File: config.mk
export PLATFORM = sky130hd
export DESIGN_NAME = gpio_in_filter
export DESIGN_NICKNAME = d
export VERILOG_FILES = /design/src/rtl/gpio_filt_pkg.sv /design/src/rtl/gpio_in_filter_bit.sv /design/src/rtl/gpio_in_filter.sv
export SDC_FILE = /design/constraint.sdc
export NUM_CORES = 2
export LEC_CHECK = 0
export ABC_AREA = 1
export CAP_MARGIN = 20
export CORE_UTILIZATION = 30
export CTS_CLUSTER_SIZE = 14
export DETAILED_ROUTE_END_ITERATION = 8
export GPL_TIMING_DRIVEN = 1
export PLACE_DENSITY = 0.53
export SETUP_SLACK_MARGIN = 0.05
export SYNTH_ARGS = -nofsm -noshare
export SYNTH_HDL_FRONTEND = slang
export SYNTH_SLANG_ARGS = --single-unit
File: constraint.sdc
create_clock -name clk_i -period 3.3 [get_ports clk_i]
set_clock_uncertainty 0.1 [all_clocks]
set_input_delay 0.33 -clock clk_i [delete_from_list [all_inputs] [get_ports clk_i]]
set_output_delay 0.33 -clock clk_i [all_outputs]
set_load 0.03 [all_outputs]
File: src/rtl/gpio_filt_pkg.sv
// -----------------------------------------------------------------------------
// gpio_filt_pkg
// Shared constants for the GPIO input conditioning stage.
//   DefaultDebounce : threshold used where debounce_cycles_i is tied off
//                     at SoC level (1000 cycles of stable input).
//   GpioWidth       : number of GPIO bits in the SoC.
//   eff_threshold() : the threshold the counter actually has to reach.
//                     A programmed value of 0 acts like 1, because an
//                     input change always takes at least one edge to be
//                     accepted.
// -----------------------------------------------------------------------------
package gpio_filt_pkg;

    localparam logic [15:0] DefaultDebounce = 16'd1000;
    localparam int          GpioWidth       = 32;

    // Effective threshold for a counter of cnt_w bits, widened by one bit so
    // that the comparison against cnt_q + 1 can never wrap.
    function automatic logic [16:0] eff_threshold(input logic [15:0] n);
        logic [16:0] t;
        t = {1'b0, n};
        if (n == '0) begin
            t = 17'd1;
        end
        return t;
    endfunction

endpackage : gpio_filt_pkg

File: src/rtl/gpio_in_filter_bit.sv
// -----------------------------------------------------------------------------
// gpio_in_filter_bit
// Conditioning for a single GPIO input: metastability synchroniser, debounce
// counter, accepted-value flop and a one-cycle-delayed copy for edge pulses.
//
// Ports
//   clk_i              system clock
//   rst_ni             asynchronous active-low reset (all flops clear to 0)
//   pad_i              raw asynchronous pad input
//   filt_en_i          1 = debounce, 0 = synchronise only
//   debounce_cycles_i  number of consecutive disagreeing cycles needed
//                      before a new level is accepted (0 behaves like 1)
//   gpio_o             conditioned level
//   rise_o             one-cycle pulse when gpio_o goes 0->1
//   fall_o             one-cycle pulse when gpio_o goes 1->0
// -----------------------------------------------------------------------------
module gpio_in_filter_bit #(
    parameter int SyncStages = 2,
    parameter int CntW       = 16
) (
    input  logic            clk_i,
    input  logic            rst_ni,
    input  logic            pad_i,
    input  logic            filt_en_i,
    input  logic [CntW-1:0] debounce_cycles_i,
    output logic            gpio_o,
    output logic            rise_o,
    output logic            fall_o
);

    // ---------------------------------------------------------------------
    // Synchroniser: a plain shift chain with nothing between stages, so the
    // tool sees a clean flop-to-flop path for metastability settling.
    // ---------------------------------------------------------------------
    logic [SyncStages-1:0] sync_q;
    logic                  sync;

    // NOTE: every flop here, the synchroniser included, resets to a known 0;
    // there is no storage array that would be left unreset on purpose.
    always_ff @(posedge clk_i or negedge rst_ni) begin
        if (!rst_ni) begin
            sync_q <= '0;
        end else begin
            // NOTE: sequential state uses non-blocking assignment so every
            // flop samples the pre-edge value of its neighbours.
            sync_q <= {sync_q[SyncStages-2:0], pad_i};
        end
    end

    assign sync = sync_q[SyncStages-1];

    // ---------------------------------------------------------------------
    // Debounce. cnt_q counts consecutive edges at which the synchronised
    // input disagreed with the accepted level. The increment and compare
    // are done one bit wider than the counter so the test never wraps; the
    // counter is cleared on reaching the threshold, so it never saturates.
    // The threshold is read live, so lowering it mid-count takes effect on
    // the very next edge without restarting.
    // ---------------------------------------------------------------------
    logic            stable_q, stable_d;
    logic            prev_q;
    logic [CntW-1:0] cnt_q, cnt_d;
    logic [CntW:0]   cnt_inc;
    logic [CntW:0]   threshold;
    logic            reached;

    assign cnt_inc   = {1'b0, cnt_q} + {{CntW{1'b0}}, 1'b1};
    assign threshold = {1'b0, debounce_cycles_i};
    // A threshold of 0 is always met, which gives the same one-edge
    // acceptance as a threshold of 1.
    assign reached   = (cnt_inc >= threshold);

    always_comb begin
        // NOTE: defaults first, so every path assigns both outputs and no
        // latch can be inferred.
        stable_d = stable_q;
        cnt_d    = '0;
        if (!filt_en_i) begin
            // Sync-only mode: follow the synchroniser, keep the counter idle
            // so re-enabling starts a fresh count.
            stable_d = sync;
        end else if (sync != stable_q) begin
            if (reached) begin
                stable_d = sync;
            end else begin
                cnt_d = cnt_inc[CntW-1:0];
            end
        end
    end

    always_ff @(posedge clk_i or negedge rst_ni) begin
        if (!rst_ni) begin
            stable_q <= 1'b0;
            prev_q   <= 1'b0;
            cnt_q    <= '0;
        end else begin
            stable_q <= stable_d;
            prev_q   <= stable_q;
            cnt_q    <= cnt_d;
        end
    end

    // Edge pulses come straight from flops, so they are glitch-free and last
    // exactly one cycle; rise and fall are mutually exclusive by construction.
    assign gpio_o = stable_q;
    assign rise_o = stable_q & ~prev_q;
    assign fall_o = ~stable_q & prev_q;

endmodule : gpio_in_filter_bit

File: src/rtl/gpio_in_filter.sv
// -----------------------------------------------------------------------------
// gpio_in_filter
// Input conditioning in front of the gpio block: each pad bit is synchronised,
// optionally debounced and presented on gpio_o (to gpio cio_gpio_i), together
// with one-cycle rise/fall pulses for wake/event logic. Bits are independent;
// only the debounce threshold is shared.
//
// Parameters
//   Width       number of GPIO bits
//   SyncStages  synchroniser depth, 2 or 3
//   CntW        debounce counter / threshold width
//
// Ports
//   clk_i              system clock
//   rst_ni             asynchronous active-low reset
//   pad_i              raw pad inputs
//   filt_en_i          per-bit debounce enable
//   debounce_cycles_i  shared stable-cycle threshold (live, may change)
//   gpio_o             conditioned inputs
//   rise_o             per-bit 0->1 pulses
//   fall_o             per-bit 1->0 pulses
// -----------------------------------------------------------------------------
module gpio_in_filter
    import gpio_filt_pkg::*;
#(
    parameter int Width      = GpioWidth,
    parameter int SyncStages = 2,
    parameter int CntW       = 16
) (
    input  logic             clk_i,
    input  logic             rst_ni,
    input  logic [Width-1:0] pad_i,
    input  logic [Width-1:0] filt_en_i,
    input  logic [CntW-1:0]  debounce_cycles_i,
    output logic [Width-1:0] gpio_o,
    output logic [Width-1:0] rise_o,
    output logic [Width-1:0] fall_o
);

    for (genvar b = 0; b < Width; b++) begin : g_bit
        gpio_in_filter_bit #(
            .SyncStages (SyncStages),
            .CntW       (CntW)
        ) u_bit (
            .clk_i             (clk_i),
            .rst_ni            (rst_ni),
            .pad_i             (pad_i[b]),
            .filt_en_i         (filt_en_i[b]),
            .debounce_cycles_i (debounce_cycles_i),
            .gpio_o            (gpio_o[b]),
            .rise_o            (rise_o[b]),
            .fall_o            (fall_o[b])
        );
    end

endmodule : gpio_in_filter

; Yosys cells after proc, flatten, opt, wreduce, memory -nomap -nowiden
; Cells that the tools add are included.
; W data, S select, Z words.
[word_totals]
word_cells = 640
ff_bits = 640
input_bits = 82
[op_classes]
mux = 192
reduce_logical = 32
n_lt_le_gt_ge = 32
bitwise = 128
addsub = 32
eq_ne = 96
[op_table]
columns = op, count
row1 = $mux W16, 96
row2 = $add A16 B1 Y17 const B, 32
row3 = $ge A17 B16 Y1, 32
row4 = $ne A2 B1 Y1 const B, 64
row5 = $mux W1, 96
row6 = $and A1 B1 Y1, 64
row7 = $not A1 Y1, 64
row8 = $reduce_and A2 Y1, 32
row9 = $ne A1 B1 Y1, 32

; Logic depth before layout (Yosys ltp)
[depth]
ltp_word = 5
depth_mapped = 24
ltp_nobuf = 24

; Hierarchy
; From an unflattened synthesis, not the netlist that was laid out.
[hier_totals]
cells_unflattened = 6112
hier_area_um2 = 47662.0
[by_module_without_submodules]
columns = mod, area_per_inst_um2, cells_each, n_inst
row1 = gpio_in_filter_bit at g_bit[0].u_bit ..., 1490.2, 191, 31
row2 = gpio_in_filter_bit at g_bit[9].u_bit, 1466.4, 191, 1

; Least setup slack after synthesis
; No wires, ideal clock.
[synth_timing]
path_kind = register to register
start = reg g_bit[0].u_bit.cnt_q[0]
end = reg g_bit[0].u_bit.cnt_q[12]
t_arrival_ns = 2.805
slack_ns = 0.324
setup_ns = 0.072
t_required_ns = 3.128
path_buffers = 1
path_stages_with_launch = 22
synth_period_minus_slack_ns = 2.976
path_cell_list = dfrtp_1 ha_1 nand2_1 nor2_1 nand3_1 nor2_2 inv_1 nor4_1 xor2_1 inv_1 ha_1 nand2_1 nor2_1 and2_1 a21oi_1 nand2_1 nand2_1 nand2_1 nand2_1 nand3_2 buf_4 nor2_1
[synth_between]
elab_chain_len = 5
[synth_lines]
columns = element, line_no
row1 = "start, declared", gpio_in_filter_bit.sv:62  ; logic [CntW-1:0] cnt_q, cnt_d;
row2 = "start signal, assigned", gpio_in_filter_bit.sv:99  ; cnt_q <= cnt_d;
row3 = $add A16 B1 Y17 *, gpio_in_filter_bit.sv:67  ; assign cnt_inc = {1'b0, cnt_q} + {{CntW{1'b0}}, 1'b1};
row4 = $ge A17 B16 Y1, gpio_in_filter_bit.sv:71  ; assign reached = (cnt_inc >= threshold);
row5 = $mux W16 *, gpio_in_filter_bit.sv:83  ; if (reached) begin
row6 = $mux W16 *, gpio_in_filter_bit.sv:82  ; end else if (sync != stable_q) begin
row7 = $mux W16 *, gpio_in_filter_bit.sv:78  ; if (!filt_en_i) begin
row8 = via g_bit[0].u_bit.cnt_d[12], gpio_in_filter_bit.sv:62
; The timed path passes the listed nets; every way through them passes the cells marked *.
; A chain may end at the register's enable or synchronous reset.

; Worst setup path after layout
[layout_timing]
start = reg g_bit[0].u_bit.cnt_q[0]
end = reg g_bit[0].u_bit.cnt_q[6]
; The elaborated chain is that of the path after synthesis.

==> reports/metrics.yaml <==
hold_depth: 1
critPathLaunchType: "flop"
ys.flop_type: "dfrtp_1"
design_area_sq_um: 54600
setup_viol: 0
yosysSeqAreaShare: 0.358
p_leak_nw: 29.1
core_sq_um: 148000
initial_utilization: 0.302
antenna_found_initial: 2
peakVddDrop_mv: 0.349
post-route-period-util: 0.950
portBuffers: 177
root_buffer: "clkbuf_16"
slowest_delay_ps: 370
path_buf_inv: 3
syn-num-nets: 6483
grt_pass1_wl_mm: 190
cp_cell_sequence: "ha_2, nand2_2, nor2_4, nand3_4, nor2_4, inv_2, nor4_4, xor2_1, inv_1, ha_4, nand2_4, nor2_2, and2_1, a21oi_1, nand2_1, nand2_1, nand2_1, nand2_2, nand3_4, clkbuf_16, nor2_1"
grt_start_max_net_pins: 91
grt_setup_unrepaired: "yes"
syn_area_sq_um: 44700
num_rows: 141
fmax_ghz: 0.319
p_int_w: 0.0145
ys_seq_elements: 640
cts_tree: "built"
synth_edf_count: 0
cp_max_fo: 8
drive_gt1_frac: 0.113
dpl-instance-area_sq_um: 49500
p_total_w: 0.0203
status: "finished, final reports clean"
num-nets-final: 6858
arrival_ps: 3640
io_pins: 178
required_ps: 3810
synthCells: 5857
hpwl_mm: 83.3
grt_pass1_vias: 36198
synth_area_per_cell_sq_um: 7.63
tightest_slew_ps: 931
wl_per_cell_microns: 14.7
switchingPower_w: 0.00579
die_y_microns: 388
drt-total-wl_mm: 121
hold_path.class: "in -> reg"
swShare: 0.285
endpoint_kind: "flop"
final.setup.tns_ps: 0
fp.dieArea_sq_um: 151000
relSlewSlack: 0.377
critPathTopFamily: "simple AND/OR/NAND/NOR gates"
via_per_inst: 4.52
drc_errors: 0
clock_sinks: 640
clkTransAtPathRegs_ps: 60
crit_type: "reg -> reg"
drt-initial-drc-count: 1715
ctsLongestPathBuffers: 3
synth_cell_types: 48
seqPwrFrac: 0.407
fill_cells: 15147
grt_usage: 0.157
final_antenna_net_count: 0
cts_buffers: 86
final_util: 0.369
synth-async-reset-ratio: 1.00
hold_viol_final: 0
grt_overflow_total: 0
maxCapViolCount: 0
clock_power_share: 0.450
h-tree-depth: 3
combPwrFrac: 0.142
min_period_ps: 3140
vias: 37188
die_w_microns: 388
reg2reg_depth: 21
routabilityCongestion: 0.833
insertion_delay_ps: 700
drv_slew: 0
cp.depth: 21
yosysWarnings: 0
power_density_nw_per_um2: 371
crit_top_cell: "nand2_1"
crit_slowest_cell: "dfrtp_1"
layout-area-overhead-vs-synth_pct: 22.1
drtPass1Iterations: 7
[cells in the final DEF (no fill, tap or decap), types with 151 or more instances in the layout]
cell / Yosys / routed
a21oi_1: 213 / 207
ha_1: 544 / 528
xor2_1: 284 / 278
dfrtp_1: 640 / 637
nand3_1: 267 / 239
inv_1: 1024 / 1001
nor2_1: 932 / 810
clkdlybuf4s50_1: 0 / 175
buf_4: 114 / 151
nand2_1: 1185 / 1150
[worst paths after layout]
path | to | startpoint | slack [ps]
max | g_bit[0].u_bit.cnt_q[6] | g_bit[0].u_bit.cnt_q[0] | 160
min | g_bit[14].u_bit.sync_q[0] | pad_i[14] | 60
max reg2reg | g_bit[0].u_bit.cnt_q[6] | g_bit[0].u_bit.cnt_q[0] | 160
min reg2reg | g_bit[3].u_bit.sync_q[1] | g_bit[3].u_bit.sync_q[0] | 240
max in group asynchronous | g_bit[5].u_bit.prev_q | rst_ni | 2070
min in group asynchronous | g_bit[2].u_bit.cnt_q[10] | rst_ni | 80
[cell type report]
| cell class | count | area, sq um | area share |
|---|---|---|---|
| well taps | 1930 | 2410 | 0.0442 |
| flip-flops and latches | 640 | 16000 | 0.293 |
| clock buffers | 130 | 2520 | 0.0462 |
| repair buffers | 416 | 4340 | 0.0794 |
| inverters | 1025 | 3850 | 0.0705 |
| multi-input cells | 4063 | 25300 | 0.463 |
| clock inverters | 20 | 198 | 0.00362 |
| diodes | 1 | 2.50 | 0.0000458 |
[cell families after synthesis]
family,count (synthesis),share of synthesized area
compound gates,410,0.0525
xor+xnor,331,0.0648
fa+ha+maj,544,0.152
buf+inv,1163,0.109
flops,640,0.358
simple gates,2769,0.263
[stage by stage]
step | instances | hold WS (ps) | setup slack (ps)
after floorplan | 5857 | -65.6 | 324
after global placement | 7954 | 221 | 31.5
after detailed placement | 7954 | 229 | -23.7
after CTS | 8136 | 35.6 | 54.9
after global routing | 8224 | 53.6 | -29.6
final | 8225 | 60.5 | 164
[registers in the layout (all words and copies together) (netlist names)]
register,count
g_bit.u_bit.sync_q,64
g_bit.u_bit.gpio_o,32
g_bit.u_bit.prev_q,32
g_bit.u_bit.cnt_q,512
[cells in the mapped netlist, types with 2 or more instances]
master	n	area, sq um
a31o_2	9	78.8
nor3_4	3	48.8
nor3b_1	15	113
xor2_1	284	2490
nor3_1	89	445
nand3b_1	29	218
or2_2	22	138
nor2_1	932	3500
a21o_1	32	240
dfrtp_1	640	16000
a31oi_1	2	12.5
a41oi_1	11	96.3
nand3b_2	2	22.5
nand2_1	1185	4450
nor2_2	26	163
nand4_1	127	795
clkbuf_1	9	33.8
nand2_2	13	81.3
and3_1	9	56.3
nand3_2	11	110
nor4_1	16	100
buf_6	8	90.1
nand3_1	267	1340
nor3_2	5	50.1
nor2_4	3	33.8
o21a_1	19	143
and2_1	10	62.6
xnor2_1	47	412
o21ai_0	91	455
buf_2	7	35.0
o21bai_1	17	128
inv_1	1024	3840
a211oi_1	2	15.0
buf_4	114	856
a21oi_1	213	1070
o211ai_1	9	67.6
ha_1	544	6810
[metal layers]
layer | vias to the layer above | global-route usage | part of all wire
met3 | 164 | 0.0228 | 0.037
met4 | 0 | 0.0453 | 0.023
met2 | 489 | 0.257 | 0.46
met1 | 17385 | 0.213 | 0.48
met5 | - | 0 | 0
li1 | 19150 | - | -
[power groups by stage]
stage          clock (W)  sequential, W  combinational, W
5_1_grt          0.00981        0.00829           0.00322
3_5_place_dp           0        0.00840           0.00264
2_1_floorplan          0        0.00833           0.00157
3_3_place_gp           0        0.00839           0.00261
6_report         0.00913        0.00826           0.00288
4_1_cts          0.00955        0.00826           0.00269
[repair_timing]
| item | 4_1_cts | 5_1_grt |
|---|---|---|
| gates resized for setup | 4 | 344 |
| endpoints found under the hold margin | 323 | 0 |
| buffers inserted | 0 | 76 |
| gates cloned | 0 | 12 |
| pin swaps | 0 | 113 |
| hold buffers | 32 | 0 |
| setup endpoints to repair | 52 | 487 |
(Power assumes the default switching activity.)
